File: src/rtl/rt_read_gather.sv
// rt_read_gather: gathers one real-time block of board registers into a quadlet stream.
// Define RT_READ_CHECKSUM_EN to append a two's-complement checksum quadlet.
module rt_read_gather #(
  parameter int NUM_MOTORS   = 4,
  parameter int NUM_ENCODERS = 4
) (
  input  logic        sysclk,
  input  logic        reset,
  input  logic        start,
  input  logic [31:0] timestamp,
  output logic        rd_req,
  input  logic        rd_gnt,
  output logic [15:0] reg_raddr,
  input  logic [31:0] reg_rdata,
  output logic        out_valid,
  input  logic        out_ready,
  output logic [31:0] out_data,
  output logic [7:0]  out_index,
  output logic        out_last,
  output logic        busy
);
  localparam int N = 4 + 2 * NUM_MOTORS + 5 * NUM_ENCODERS;
`ifdef RT_READ_CHECKSUM_EN
  localparam logic [7:0] LAST = 8'(N);
`else
  localparam logic [7:0] LAST = 8'(N - 1);
`endif
  localparam logic [7:0] NEND = 8'(N);
  localparam logic [3:0] MCH  = 4'(NUM_MOTORS);
  localparam logic [3:0] ECH  = 4'(NUM_ENCODERS);

  typedef enum logic [2:0] {IDLE, REQ, ADDR, CAPT, PUSH} state_t;
  state_t state, state_n;

  logic [7:0]  idx, nidx;
  logic [3:0]  ch, off, ch_n, off_n;
  logic [31:0] ts_q, data_q;
  logic        last_q, gnt_q, direct, accept, wrap;
`ifdef RT_READ_CHECKSUM_EN
  logic [31:0] sum;
  assign direct = (idx == 8'd1) || (idx == NEND);
`else
  assign direct = (idx == 8'd1);
`endif

  assign accept    = (state == PUSH) && out_ready;
  assign rd_req    = (state != IDLE);
  assign busy      = (state != IDLE);
  assign out_valid = (state == PUSH);
  assign out_data  = data_q;
  assign out_index = idx;
  assign out_last  = last_q;
  assign reg_raddr = {8'h00, ch, off};

  always_ff @(posedge sysclk or posedge reset) begin
    if (reset) state <= IDLE;
    else       state <= state_n;
  end

  // Leaving REQ waits on a registered grant so the arbiter sees rd_req first.
  always_comb begin
    state_n = state;
    unique case (state)
      IDLE: if (start) state_n = REQ;
      REQ:  if (gnt_q) state_n = ADDR;
      ADDR: begin
        if (direct)      state_n = PUSH;
        else if (rd_gnt) state_n = CAPT;
      end
      CAPT: state_n = PUSH;
      PUSH: if (out_ready) state_n = (idx == LAST) ? IDLE : ADDR;
      default: state_n = IDLE;
    endcase
  end

  // Address walk: header, ADC, motor status, then encoder fields group-major.
  always_comb begin
    nidx  = idx + 8'd1;
    ch_n  = ch;
    off_n = off;
    wrap  = (off == 4'h0 || off == 4'hC) ? (ch == MCH) : (ch == ECH);
    if (nidx == 8'd2) begin
      ch_n  = 4'h0;
      off_n = 4'hA;
    end else if (nidx == 8'd3) begin
      off_n = 4'hB;
    end else if (nidx == 8'd4) begin
      ch_n  = 4'h1;
      off_n = 4'h0;
    end else if (nidx >= 8'd5 && nidx < NEND) begin
      if (wrap) begin
        ch_n = 4'h1;
        if (off == 4'h0)      off_n = 4'hC;
        else if (off == 4'hC) off_n = 4'h5;
        else                  off_n = off + 4'h1;
      end else begin
        ch_n = ch + 4'h1;
      end
    end
  end

  always_ff @(posedge sysclk or posedge reset) begin
    if (reset) begin
      idx    <= 8'h00;
      ch     <= 4'h0;
      off    <= 4'h0;
      ts_q   <= 32'h0;
      data_q <= 32'h0;
      last_q <= 1'b0;
      gnt_q  <= 1'b0;
`ifdef RT_READ_CHECKSUM_EN
      sum    <= 32'h0;
`endif
    end else begin
      gnt_q <= rd_gnt;
      if (state == IDLE && start) begin
        idx  <= 8'h00;
        ch   <= 4'h0;
        off  <= 4'h0;
        ts_q <= timestamp;
`ifdef RT_READ_CHECKSUM_EN
        sum  <= 32'h0;
`endif
      end
      if (state == ADDR && direct) begin
`ifdef RT_READ_CHECKSUM_EN
        data_q <= (idx == 8'd1) ? ts_q : (~sum + 32'd1);
`else
        data_q <= ts_q;
`endif
        last_q <= (idx == LAST);
      end
      if (state == CAPT) begin
        data_q <= reg_rdata;
        last_q <= (idx == LAST);
      end
      if (accept && idx != LAST) begin
        idx <= nidx;
        ch  <= ch_n;
        off <= off_n;
      end
`ifdef RT_READ_CHECKSUM_EN
      if (accept) sum <= sum + data_q;
`endif
    end
  end
endmodule

File: config.mk
export PLATFORM = sky130hd
export DESIGN_NAME = rt_read_gather
export DESIGN_NICKNAME = d
export VERILOG_FILES = /design/src/rtl/rt_read_gather.sv
export SDC_FILE = /design/constraint.sdc
export NUM_CORES = 1
export LEC_CHECK = 0
export ABC_AREA = 0
export CORE_MARGIN = 10
export CORE_UTILIZATION = 43
export CTS_CLUSTER_SIZE = 25
export DETAILED_ROUTE_END_ITERATION = 6
export GPL_TIMING_DRIVEN = 0
export PLACE_DENSITY = 0.77
export SLEW_MARGIN = 20
export SYNTH_ARGS = -nofsm -noshare
export SYNTH_HDL_FRONTEND = slang
export SYNTH_SLANG_ARGS = --single-unit
File: constraint.sdc
create_clock -name sysclk -period 2.6 [get_ports sysclk]
set_clock_uncertainty 0.05 [all_clocks]
set_input_delay 0.26 -clock sysclk [delete_from_list [all_inputs] [get_ports sysclk]]
set_output_delay 0.26 -clock sysclk [all_outputs]
set_load 0.02 [all_outputs]
==> metrics.txt <==
status=complete, no violations; met1 Track Usage GR=about a fifth; Synth Cell Area=between 4000 and 5000 um2; PortBufs=120; CP Max Fanout=11; die width=about 120 um; Leak=between 2 and 3 nW; CP Class=register to register; EDFF count, synth=0; Reg2Reg Launch Point=out_index[1]$_DFFE_PP0P_; CTS max path bufs=2; Synth area leaders=dfrtp_1, mux2_2, mux2i_1; chip height=around 120 um; sequential area share after synthesis=48.2%; Yosys top cell by area=dfrtp_1; worst path arrival time=approximately 2.7 ns; Final Hold Viols=0; Mapped Cells=roughly 400; pin count of the biggest net entering global routing=55; worst r2r dst=off[2]$_DFFE_PP0P_; Synth Flop Type=dfrtp_1; Achievable Freq=0.402 GHz; CTS sink count=85; class of the worst hold path=primary input to async pin; CP endpoint kind=register; Post-CTS Setup Bufs=0; Nets=630; gr usage total=around 16%; Int Pwr=3.85 mW; Tcrit/Tclk final=between 90% and 100%; CTS root buffer=clkbuf_8; first-pass GRT wire length=19600 um; vias per cell=5.24; number of synthesized register bits=between 80 and 90; core region area=9860 um2; Pins Over Slew Limit=0; share of layout cells above drive strength 1=17.3%; global route total overflow=0; gpl congestion=approximately 0.84; Avg Cell Area, Syn=around 11 um2; clock-pin slew on the worst setup and hold paths=approximately 0.10 ns; synth cell count leaders=dfrtp_1, a21oi_1, nor2_1; Clk pwr share=15.4%; Layout area overhead=37.1%; H-tree levels=3; switching share of power=approximately two fifths; initial antenna violation count=0; fin crit period=roughly 2.5 ns; worst r2r path cells=8; total number of vias=roughly 3600; vias in the first global route=about 3900; drt pass-1 iters=4; worst setup margin=about 0.11 ns; required time of the critical path=around 2.8 ns; FF-to-FF setup slack=between 0.1 and 0.15 ns; Max Cap Viol=0; antenna fix cells=0; Die ar.=approximately 15000 um2; remaining antenna violation count=0; Worst Max-Slew Pin Slew=0.802 ns; worst slack, placed=-0.0583 ns; clk_lat worst skew=0.36 ns; setup TNS=0 ns; # DRC=0; top-count cell post-synth=dfrtp_1; Synth top area share=48.2%; Avg WL per Cell=~17 um; # hold bufs at CTS=0; Placement Rows=36; slew margin rel.=46.5%; Routed WL=approximately 12000 um; gr busiest metal=met2; Initial Util=between 40% and 50%; Distinct cells, synth=60; cts bufs inserted=9; CTS tree=yes; post-DP HPWL=a little over 9000 um; maximum VDD drop=roughly 0.63 mV; Cell Pwr Density=between 1000 and 1500 nW/um2; warnings from Yosys=0; # setup viols final=0; Flop pwr share=~36%; io pins=around 130; ys async rst share=100%; Combinational Power Share=49.1%; grt met3 use=~8.3%; Initial DRC Count=approximately 240; Worst setup SP type=register; met2 capacity usage during global routing=26.8%; Sw Pwr=between 2 and 2.5 mW; unrepaired setup endpoints after global routing=no
## through the flow
stage,hold slack (ns),std cells,util [%],power (mW),cell area [um2]
2_1_floorplan,0.241,419,-,4.16,4440
3_3_place_gp,0.439,672,58.9,5.26,5810
3_5_place_dp,0.446,673,59.2,5.38,5840
4_1_cts,0.211,689,61.2,6.35,6030
5_1_grt,0.237,689,61.3,6.74,6050
6_report,0.206,689,61.3,6.29,6050
## power groups by stage
| stage | clock, mW | sequential (mW) | combinational (mW) |
|---|---|---|---|
| after floorplan | 0 | 2.54 | 1.62 |
| after global placement | 0 | 2.22 | 3.04 |
| after detailed placement | 0 | 2.25 | 3.13 |
| after CTS | 0.988 | 2.23 | 3.14 |
| after global routing | 1.06 | 2.31 | 3.38 |
| final | 0.971 | 2.23 | 3.09 |
## repair_timing
item	in CTS	in global routing
pin swaps	0	0
gates resized for setup	1	6
endpoints found under the setup margin	1	5
## metal layers
| layer | up-vias | wire length, um |
|---|---|---|
| met1 | 1759 | 4870 |
| met3 | 9 | 1330 |
| met4 | 0 | 104 |
| met2 | 119 | 5640 |
| met5 | - | 0 |
| li1 | 1723 | - |
## flip-flops by register name, indices dropped and copies added, names as in the netlist
register	cells
out_last	1
out_index	8
gnt_q	1
off	4
out_data	32
ch	4
ts_q	32
state	3
## worst max-delay path, stage by stage (launching register included)
cell	delay, ns
dfrtp_2	0.48
ha_1	0.19
buf_6	0.13
and4_2	0.28
nand2_1	0.13
o211ai_2	0.23
a21oi_1	0.16
a221oi_4	0.38
mux2_1	0.36
## cell type report
type,instances,area (um2)
fillers,801,3810
flip-flops and latches,85,2130
multi-input cells,287,2060
repair buffers,121,1230
plain buffers,32,211
well taps,133,166
clock buffers,10,128
clock inverters,6,70.1
inverters,15,58.8
## worst max-delay path by stage
stage | startpoint | to | depth (start not counted)
floorplan | reset | ch[0]$_DFFE_PP0P_ | 1
global placement | reset | ts_q[23]$_DFFE_PP0P_ | 2
detailed placement | out_index[1]$_DFFE_PP0P_ | off[2]$_DFFE_PP0P_ | 8
CTS | out_index[1]$_DFFE_PP0P_ | off[2]$_DFFE_PP0P_ | 8
global route | out_index[1]$_DFFE_PP0P_ | off[2]$_DFFE_PP0P_ | 8
finish | out_index[1]$_DFFE_PP0P_ | off[2]$_DFFE_PP0P_ | 8
## placed cells by master, fill, tap and decap left out, drive strengths merged, types with 3 or more instances in the layout
master	synthesis	layout
nor3b	4	4
a31oi	6	6
clkinvlp	0	3
o211ai	4	4
nand4	3	3
clkbuf	4	14
mux2	33	33
inv	15	17
and3	5	5
o31ai	3	3
mux2i	35	35
conb	1	8
clkdlybuf4s50	0	120
or3	3	3
nand2	17	17
nand3	8	8
o21ai	18	18
ha	10	10
nand2b	3	3
dfrtp	85	85
a21oi	44	44
buf	28	29
a41oi	3	3
nor2	44	44
and2	5	5
## kinds of logic (layout without fill, tap and decap cells)
| family | count (synthesis) | after routing | share of synthesized area [%] |
|---|---|---|---|
| AOI/OAI and AO/OA | 100 | 100 | 14.8 |
| DFF | 85 | 85 | 48.2 |
| muxes | 68 | 68 | 16.4 |
| other | 1 | 8 | 0.0850 |
| adders and majority gates | 10 | 10 | 2.84 |
| buffers and inverters | 47 | 184 | 6.04 |
| and+or+nand+nor | 99 | 99 | 11.3 |
| xor gates and xnor gates | 2 | 2 | 0.397 |
(Power assumes the default switching activity.)
==> variant: new RTL, config.mk and constraints unchanged <==
Compare `idx` against `LAST` with >= in place of ==.
--- a/src/rtl/rt_read_gather.sv
+++ b/src/rtl/rt_read_gather.sv
@@ -70,3 +70,3 @@
       CAPT: state_n = PUSH;
-      PUSH: if (out_ready) state_n = (idx == LAST) ? IDLE : ADDR;
+      PUSH: if (out_ready) state_n = (idx >= LAST) ? IDLE : ADDR;
       default: state_n = IDLE;
Behaviour: no difference found for any inputs over 10 cycles, from zero or initial values and one cycle with reset high; that may be too few to reach the edited logic, so the function may still have changed.
==> variant against the unedited design <==
Wire length grew 1.0%; setup slack got worse by 0.081 ns; sequential share of layout area rose by 0.051 points; synthesized area decreased by 1.2%; sequential cell count is the same; worst hold slack better by 0.030 ns; total power shrank 4.2%; cell area shrank 0.14%; combinational power decreased by 7.4%.
==> variant: results <==
[status]
status = completed

[global_route]
grtUsageMet2 = 0.274
use_met3 = 0.0842
grt_pass1_wl_mm = 19.8
grt_max_degree = 46
grt_pass1_vias = 3898
use_met1 = 0.185

[layout]
fin_cells = 688
drive_gt1_frac = 0.180

[placement]
placed_cell_area_um2 = 5780
dp_cells = 666
gp_congestion = 0.895
dp_hpwl_mm = 9.03

[synthesis]
avgSynthCellArea_um2 = 10.8
synth_common_cells = 85 x dfrtp_1, 45 x nor2_1, 37 x a21oi_1
synth_area_leaders = dfrtp_1 49%, mux2_2 8.3%, mux2i_1 8.0%
seq_area_frac_synth = 0.488

[route]
avgViaCountPerCell = 5.18
route.met2.wl_mm = 5.91
wl_met1_mm = 4.68
routedWlPerCell_um = 17.5
wl_met3_mm = 1.31

[timing]
worst_pin_slew_ns = 0.767

[power_and_ir_drop]
p_comb_frac = 0.476
p_seq_mw = 2.19

[worst_setup_path]
slowest_delay_ns = 0.53
cpLargestDelayFamily = simple AND/OR/NAND/NOR gates
==> variant: cell type report <==
| type | count | area, um^2 |
|---|---|---|
| Tap cell | 133 | 166 |
| Timing Repair Buffer | 127 | 1270 |
| Clock buffer | 13 | 159 |
| Fill cell | 864 | 3780 |
| Sequential cell | 85 | 2130 |
| Inverter | 13 | 51.3 |
| Buffer | 30 | 188 |
| Clock inverter | 3 | 43.8 |
| Multi-Input combinational cell | 284 | 2030 |
==> variant: kinds of logic after synthesis <==
kind of cell / count (synthesis) / share of synthesized area
multiplexers: 67 / 0.163
AND/OR/NAND/NOR: 106 / 0.132
adder cells (fa/ha/maj): 10 / 0.0287
other: 1 / 0.000860
flip-flops: 85 / 0.488
buffers and inverters: 43 / 0.0542
XOR/XNOR: 3 / 0.00603
AO/OA/AOI/OAI: 90 / 0.127
==> variant: worst reg2reg max path: cells and delay by family, from the launching register on <==
| kind | cells | cell delay [ns] |
|---|---|---|
| DFF | 1 | 0.49 |
| AOI/OAI and AO/OA | 2 | 0.39 |
| and+or+nand+nor | 3 | 1.14 |
| buffers and inverters | 1 | 0.16 |
| adders and majority gates | 1 | 0.28 |
==> variant: worst paths after layout <==
| path | to | start | cells after the start | slack (ns) |
|---|---|---|---|---|
| max | ch[3]$_DFFE_PP0P_ | out_index[0]$_DFFE_PP0P_ | 7 | 0.03 |
| max in group asynchronous | out_index[1]$_DFFE_PP0P_ | reset | 3 | 1.65 |
| max reg2reg | ch[3]$_DFFE_PP0P_ | out_index[0]$_DFFE_PP0P_ | 7 | 0.03 |
| min | out_data[17]$_DFFE_PP0P_ | reset | 2 | 0.24 |
| min in group sysclk | gnt_q$_DFF_PP0_ | rd_gnt | 1 | 0.34 |
| min reg2reg | ts_q[0]$_DFFE_PP0P_ | ts_q[0]$_DFFE_PP0P_ | 1 | 0.46 |
